**config.mk**
```make
export PLATFORM = sky130hd
export DESIGN_NAME = rr_arbiter_param
export DESIGN_NICKNAME = d
export VERILOG_FILES = /design/src/rtl/rr_arbiter_param.sv
export SDC_FILE = /design/constraint.sdc
export NUM_CORES = 1
export LEC_CHECK = 0
export ABC_AREA = 1
export CAP_MARGIN = 5
export CORE_UTILIZATION = 35
export CTS_BUF_LIST = sky130_fd_sc_hd__clkbuf_2 sky130_fd_sc_hd__clkbuf_4 sky130_fd_sc_hd__clkbuf_8
export CTS_CLUSTER_SIZE = 16
export DETAILED_ROUTE_END_ITERATION = 10
export GPL_TIMING_DRIVEN = 0
export HOLD_SLACK_MARGIN = 0.02
export MAX_ROUTING_LAYER = met4
export PLACE_DENSITY = 0.85
export SLEW_MARGIN = 20
export SYNTH_ARGS = -nofsm -noshare
export SYNTH_HDL_FRONTEND = slang
export SYNTH_SLANG_ARGS = --single-unit
```
**constraint.sdc**
```tcl
create_clock -name clk -period 1.46 [get_ports clk]
set_input_delay 0.292 -clock clk [delete_from_list [all_inputs] [get_ports clk]]
set_output_delay 0.292 -clock clk [all_outputs]
set_load 0.01 [all_outputs]
```
**src/rtl/rr_arbiter_param.sv**
```systemverilog
// rr_arbiter_param: round-robin arbiter for N_CH TDC channels feeding one
// shared readout path. A grant is held until the owner pulses its done bit,
// then hands over to the next eligible channel with no idle cycle between.
// Optional build macro RR_TIMEOUT_EN adds a watchdog that force-releases a
// grant after TIMEOUT_CYC busy cycles and pulses timeout_err.

// Per-channel eligibility and "above the pointer" flag for the rotating search.
module rr_arb_lane #(
  parameter int IDX_W = 3,
  parameter int IDX   = 0
) (
  input  logic             i_req,
  input  logic             i_en,
  input  logic [IDX_W-1:0] i_ptr,
  output logic             o_elig,
  output logic             o_hi
);
  assign o_elig = i_req & i_en;
  // Channels strictly above the last grant get first pick; the rest wrap.
  assign o_hi   = o_elig & (IDX_W'(IDX) > i_ptr);
endmodule

module rr_arbiter_param #(
  parameter int N_CH        = 8,
  parameter int IDX_W       = (N_CH > 1) ? $clog2(N_CH) : 1,
  parameter int TIMEOUT_CYC = 1024
) (
  input  logic             clk,
  input  logic             resetn,
  input  logic [N_CH-1:0]  req,
  input  logic [N_CH-1:0]  chan_en,
  input  logic [N_CH-1:0]  done,
  output logic             gnt_valid,
  output logic [IDX_W-1:0] gnt_idx,
  output logic [N_CH-1:0]  gnt_onehot,
  output logic             gnt_new,
  output logic             timeout_err
);

  typedef enum logic {S_IDLE, S_BUSY} state_t;

  state_t           r_state, w_state_nxt;
  logic [IDX_W-1:0] r_idx;
  logic [IDX_W-1:0] r_ptr;
  logic             r_new;
  logic [IDX_W-1:0] w_win;
  logic [N_CH-1:0]  w_elig;
  logic [N_CH-1:0]  w_hi;
  logic             w_any;
  logic             w_any_hi;
  logic             w_grant;
  logic             w_rel;
  logic             w_tmo;
  logic             w_done_cur;

  // Parameter sanity, caught at elaboration.
  if (N_CH < 1 || N_CH > 64) begin : g_bad_nch
    $error("rr_arbiter_param: N_CH must be 1..64");
  end
  if (TIMEOUT_CYC < 2) begin : g_bad_tmo
    $error("rr_arbiter_param: TIMEOUT_CYC must be >= 2");
  end

  for (genvar g = 0; g < N_CH; g++) begin : g_lane
    rr_arb_lane #(.IDX_W(IDX_W), .IDX(g)) u_lane (
      .i_req  (req[g]),
      .i_en   (chan_en[g]),
      .i_ptr  (r_ptr),
      .o_elig (w_elig[g]),
      .o_hi   (w_hi[g])
    );
  end

  assign w_any    = |w_elig;
  assign w_any_hi = |w_hi;

  // Lowest set bit above ptr wins; if none, lowest eligible overall (the wrap).
  // Indices only come from real lanes, so the winner is always < N_CH.
  always_comb begin
    w_win = '0;
    for (int i = N_CH - 1; i >= 0; i--) begin
      if (w_any_hi ? w_hi[i] : w_elig[i]) w_win = IDX_W'(i);
    end
  end

  // Only the current owner's done bit counts; the rest are ignored.
  assign w_done_cur = done[r_idx];
  assign w_rel      = (r_state == S_BUSY) && (w_done_cur || w_tmo);

`ifdef RR_TIMEOUT_EN
  localparam int WD_W = $clog2(TIMEOUT_CYC);

  logic [WD_W-1:0] r_wdog;
  logic            r_tmo;

  assign w_tmo       = (r_state == S_BUSY) && (r_wdog == WD_W'(TIMEOUT_CYC - 1));
  assign timeout_err = r_tmo;

  // Watchdog: cleared by each new grant, counts busy cycles until release.
  always_ff @(posedge clk) begin
    if (!resetn) begin
      r_wdog <= '0;
      r_tmo  <= 1'b0;
    end else begin
      r_tmo <= w_tmo & ~w_done_cur;
      if (w_grant)
        r_wdog <= '0;
      else if (r_state == S_BUSY && !w_rel)
        r_wdog <= r_wdog + 1'b1;
    end
  end
`else
  assign w_tmo       = 1'b0;
  assign timeout_err = 1'b0;
`endif

  // State register.
  always_ff @(posedge clk) begin
    if (!resetn) r_state <= S_IDLE;
    else         r_state <= w_state_nxt;
  end

  // Next state: grant from idle, or hand over / fall idle on release.
  always_comb begin
    w_state_nxt = r_state;
    w_grant     = 1'b0;
    case (r_state)
      S_IDLE: begin
        if (w_any) begin
          w_state_nxt = S_BUSY;
          w_grant     = 1'b1;
        end
      end
      S_BUSY: begin
        if (w_rel) begin
          if (w_any) w_grant     = 1'b1;
          else       w_state_nxt = S_IDLE;
        end
      end
      default: w_state_nxt = S_IDLE;
    endcase
  end

  // Grant index, rotation pointer and new-grant pulse.
  always_ff @(posedge clk) begin
    if (!resetn) begin
      r_idx <= '0;
      r_ptr <= IDX_W'(N_CH - 1);
      r_new <= 1'b0;
    end else begin
      r_new <= w_grant;
      if (w_grant) begin
        r_idx <= w_win;
        r_ptr <= w_win;
      end
    end
  end

  assign gnt_valid = (r_state == S_BUSY);
  assign gnt_idx   = r_idx;
  assign gnt_new   = r_new;

  // One-hot view of the grant, forced to zero while idle.
  always_comb begin
    gnt_onehot = '0;
    for (int i = 0; i < N_CH; i++)
      gnt_onehot[i] = gnt_valid && (r_idx == IDX_W'(i));
  end

endmodule

```
Yosys cells after proc, flatten, opt, wreduce, memory -nomap -nowiden
Cells that the tools add are included.

word-level totals
  bits of input ports = 26
  register bits = 8
  output and inout port bits = 14
  word-level logic and storage cells = 72

cells by class
  eq/ne operators = 7
  order comparisons = 9
  reduce and logical (&&, ||, !) cells = 12
  multiplexer cells = 23
  bitwise gates (word level) = 17

operators with widths
  kind                                                                             count
  3-bit two-way mux                                                                8
  1-bit AND                                                                        16
  8-bit OR reduction                                                               2
  3-bit equality test (second input constant)                                      4
  3-bit greater-than comparator (first input constant)                             4
  1-bit two-way mux                                                                12
  1-bit logical AND                                                                9
  3-bit by 2-bit equality test with 1-bit output (second input constant)           2
  1-bit by 3-bit greater-than comparator with 1-bit output (first input constant)  2
  2-bit by 3-bit greater-than comparator with 1-bit output (first input constant)  2
  3-bit by 4-bit < comparator with 1-bit output (second input constant)            1
  1-bit one-hot mux with 2 select lines                                            2
  1-bit binary-select mux with 3-bit select                                        1
  3-bit by 1-bit equality test with 1-bit output (second input constant)           1
  3-bit zero test                                                                  1
  1-bit inverter                                                                   1

Depth between registers and ports, before layout
  depth after elaboration = 12
  mapped depth = 15
  depth with buffers taken out = 15

Modules after synthesis
Synthesis repeated with hierarchy kept, for this count alone.

unflattened totals
  cells, all modules = 142
  area, all modules = 752.0 µm²

by module, submodules not included
  module                              cells each  sequential area each (µm²)  times used  area an instance (µm²)
  rr_arbiter_param                    98          160.2                       1           571.8
  rr_arb_lane (g_lane[2].u_lane ...)  6           0.0                         2           22.5
  rr_arb_lane (g_lane[1].u_lane)      8           0.0                         1           31.3
  rr_arb_lane (g_lane[3].u_lane)      7           0.0                         1           27.5
  rr_arb_lane (g_lane[7].u_lane)      5           0.0                         1           25.0
  rr_arb_lane (g_lane[0].u_lane)      4           0.0                         1           18.8
  rr_arb_lane (g_lane[6].u_lane)      5           0.0                         1           18.8
  rr_arb_lane (g_lane[4].u_lane)      3           0.0                         1           13.8

Least setup slack after synthesis
OpenSTA, ideal clock, no wires.

  kind = reg-to-reg
  start point = register r_idx[0], in the netlist gnt_idx[0]
  end point = register r_idx[1], in the netlist gnt_idx[1]
  buffers on the path = 0
  clock period less this slack = 1471 ps
  data required time = 1390 ps
  stages on the path, launching flop included = 12
  library setup time = 70 ps
  setup slack = -11 ps
  data arrival time = 1401 ps
  cell sequence = dfxtp_1 inv_2 or2_4 clkinv_2 nand2_1 nand3_1 nand2_2 nor2_4 o21ai_2 nor2_2 nand2_1 a21oi_1

on the way
  longest elaborated chain between the ends = 5

RTL lines
  what                                       line  text
  start: declaration                         43    logic [IDX_W-1:0] r_idx;
  start signal: assignment                   153   r_idx <= w_win;
  1-bit binary-select mux with 3-bit select  87    assign w_done_cur = done[r_idx];
  1-bit two-way mux (not written as such)    87
  1-bit logical AND                          88    assign w_rel = (r_state == S_BUSY) && (w_done_cur || w_tmo);
  1-bit two-way mux                          135   if (w_rel) begin
  1-bit one-hot mux with 2 select lines      127   case (r_state)

Every way passes these cells. The select of a mux whose other input is x is not followed.
A chain may end at the register's enable or synchronous reset.

Worst setup path in the final report
  start point = register r_ptr[2]
  end point = register r_idx[1], in the netlist gnt_idx[1]

on the way
  longest elaborated chain between the ends = 12
  elaborated cells on any way between the ends = 33
  those cells by class = order compare (8); mux (16); bitwise (8); reduce/logical (1)

RTL lines
  what                                                                                    line  text
  start: declaration                                                                      44    logic [IDX_W-1:0] r_ptr;
  start signal: assignment                                                                148   r_ptr <= IDX_W'(N_CH - 1);
  start signal: assignment                                                                154   r_ptr <= w_win;
  1-bit by 3-bit greater-than comparator with 1-bit output, or another cell as far along  20    assign o_hi = o_elig & (IDX_W'(IDX) > i_ptr);
  1-bit AND                                                                               20
  8-bit OR reduction                                                                      75    assign w_any_hi = |w_hi;
  1-bit two-way mux                                                                       82    if (w_any_hi ? w_hi[i] : w_elig[i]) w_win = IDX_W'(i);
  3-bit two-way mux (7 in series)                                                         82
  3-bit two-way mux (*)                                                                   82

Mark *: on every way between the ends. The rest lies on a longest branch, timed or not.

==> impl_metrics.csv <==
group,metric,value,unit
status,status,"finished with violations",
status,violations,"setup timing",
worst_setup_path,cp_top_family,"simple AND/OR/NAND/NOR gates",
placed_design,dpl-instance-area,1100,um2
timing,finalCritPeriodShare,1.13,
yosys,synth_top_area_share,0.233,
yosys,avgSynthCellArea,5.73,um2
yosys,synth_mux_area_frac,0,
route,met2_length,1640,um
final_layout,design_area,1450,um2
route,top_layer,"met4",
timing,fmax,608,MHz
floorplanning,die_h,46.3,um
route,drtPass1Iterations,4,
placed_design,gp_congestion,0.909,
route,viasPerCell,5.14,
final_layout,diodes,0,
clock_tree,clk_pin_slew,0.06,ns
route,routedWlPerCell,14.3,um
final_layout,fillers,109,
floorplanning,start_util,0.386,
route,wl,3060,um
yosys,synthAdderAreaFrac,0,
final_layout,final_nets,217,
global_route,grt_pass1_vias,1069,
placed_design,pre_cts_ws,-0.537,ns
global_route,antenna_found_initial,0,
worst_setup_path,cp_max_fo,6,
yosys,synth.most_common_cell,"nand2_1",
timing,period_minus_slack,1.65,ns
power_and_ir_drop,power.density,1090,nW/um2
worst_setup_path,slowest_stage,"dfxtp_4",
clock_tree,cts_inserted_buffers,3,
yosys,synth-warning-count,0,
yosys,ys_top_cells_by_count,"37 x nand2_1, 16 x inv_1, 16 x nor2_1",
route,drt-initial-drc-count,24,
final_layout,area_delta_synth_final,110,%
yosys,synthArstFlopShare,0,
global_route,grt_usage,0.301,
timing,setup_violations,9,
yosys,synth_edf_count,0,
route,wl_met1,1010,um
route,num_vias,1099,
yosys,synth_area_leader_cell,"dfxtp_1",
worst_setup_path,arrival,1.78,ns
yosys,synth_compound_area_frac,0.153,
worst_setup_path,cp.required,1.60,ns
route,ant_nets,0,
yosys,synth_top_family_by_area,"simple AND/OR/NAND/NOR gates",
worst_setup_path,critical_path_class,"flip-flop to flip-flop",
placed_design,numPortBuffers,38,
yosys,synth-main-ff-cell,"dfxtp_1",
yosys,syn_area,688,um2
floorplanning,fp.coreArea,1780,um2
yosys,ys_ff_latch,8,
worst_setup_path,crit_path_end_kind,"flip-flop",
power_and_ir_drop,power.leakage,0.729,nW
yosys,syn_nets,146,
worst_setup_path,startpoint_type,"flip-flop",
power_and_ir_drop,p_total,1.58,mW
yosys,synth.area.top_cells,"dfxtp_1 23%, nand2_1 20%, inv_1 8.7%",
clock_tree,clkLatencyLatePin,0.26,ns
floorplanning,design.die.area,2150,um2
floorplanning,ioPinCount,40,
clock_tree,clkSinkCount,8,
timing,setup_slack,-0.185,ns
route,wl_met3,201,um
timing,clock_skew,0.00358,ns
route,drc,0,
worst_hold_path,hold_path.class,"flip-flop to flip-flop",
global_route,grt_overflow_total,0,
placed_design,post-dp-hpwl,1630,um
worst_setup_path,path_cells,"nand3_4 -> nand2_2 -> nand2_2 -> nor2_4 -> nand3_2 -> nand2_2 -> inv_2 -> buf_6 -> o211ai_1 -> nand2_1 -> nand2_2 -> a21oi_2",
worst_setup_path,crit_top_cell,"nand2_2",
yosys,netlist_instances,120,
global_route,grt_max_degree,7,
final_layout,drive_above_1_share,0.529,
worst_setup_path,crit_path_max_incr_delay,0.41,ns
clock_tree,hold_buffers,0,
power_and_ir_drop,vdd_ir_drop_max,0.653,mV
timing,rsz0062_at_grt,"yes",
yosys,synthDistinctLibCells,22,
yosys,synth_xor_area_frac,0,
worst_setup_path,path_buf_inv,2,
clock_tree,root_buffer,"clkbuf_4",
clock_tree,cts_tree,"done",
yosys,yosysSeqAreaShare,0.233,
floorplanning,rows,15,
global_route,grt_pass1_wl,4420,um
floorplanning,fp.dieW,46.3,um
timing,hold_viol,0,
clock_tree,cts_max_path_buffers,2,
timing,maxSlewViolCount,0,
yosys,synth-simple-area-share,0.485,
clock_tree,h-tree-depth,1,
job,max_cap_viol_count,0,
[area by class of cell]
type | count | area, um2 | share of cell area
clock buffers | 3 | 22.5 | 0.0156
inverters | 19 | 78.8 | 0.0545
flip-flops and latches | 8 | 178 | 0.123
plain buffers | 2 | 18.8 | 0.0130
repair buffers | 66 | 549 | 0.380
multi-input cells | 91 | 567 | 0.392
well taps | 25 | 31.3 | 0.0216
[flip-flops by register name, indices dropped and copies added (netlist names)]
| register | count |
|---|---|
| gnt_idx | 3 |
| gnt_new | 1 |
| gnt_valid | 1 |
| r_ptr | 3 |
[repair_timing]
action | CTS | global route
setup buffers | 26 | 2
endpoints found under the hold margin | 0 | 0
endpoints found under the setup margin | 16 | 14
pin swaps | 37 | 21
resized for setup | 85 | 16
cloned | 0 | 0
[logic make-up (layout without fill, tap and decap cells)]
kind of cell / Yosys count / count (layout)
AND/OR/NAND/NOR: 74 / 74
AO/OA/AOI/OAI: 16 / 16
buffers and inverters: 21 / 90
other: 1 / 1
flip-flops: 8 / 8
[cells in the final DEF, fill, tap and decap left out, types with 5 or more instances in the layout]
master,count
dlygate4sd2_1,15
nand2_1,19
clkdlybuf4s50_1,15
nand3_1,6
nand2_2,18
inv_1,9
buf_4,28
a21oi_2,5
inv_2,8
nor2_2,5
buf_2,6
nor2_1,11
[path summary, 6_finish.rpt]
path	from	end	slack, ns	depth (start not counted)
worst min register to register	gnt_idx[2]$_SDFFE_PN0P_	gnt_idx[2]$_SDFFE_PN0P_	0.55	2
worst min-delay path	gnt_idx[2]$_SDFFE_PN0P_	gnt_idx[2]$_SDFFE_PN0P_	0.55	2
worst max register to register	r_ptr[2]$_SDFFE_PN1P_	gnt_idx[1]$_SDFFE_PN0P_	-0.19	12
worst max-delay path	r_ptr[2]$_SDFFE_PN1P_	gnt_idx[1]$_SDFFE_PN0P_	-0.19	12
[per-stage QoR]
stage                      util  std cells  setup TNS (ns)  hold slack (ns)
after detailed placement  0.618        183           -3.81            0.499
after floorplan               -        120               0            0.391
after global routing      0.811        214           -1.97            0.570
after CTS                 0.778        212          -0.635            0.515
after global placement    0.618        183           -3.38            0.488
final                     0.811        214           -1.29            0.552
[routing by layer]
layer	up-vias	GRT usage
met4	0	0.241
met5	-	-
met3	22	0.0353
li1	520	-
met1	487	0.247
met2	70	0.583
[worst min-delay path, stage by stage, from the launching register on]
cell     delay (ns)
dfxtp_1        0.35
nand2_1        0.09
a21oi_2        0.06
[report_power, final]
part / total [mW] / internal, mW / switching, mW
combinational: 0.997 / 0.468 / 0.529
sequential: 0.401 / 0.293 / 0.108
clock: 0.179 / 0.0947 / 0.0840
Power figures use the tool's default switching activity.
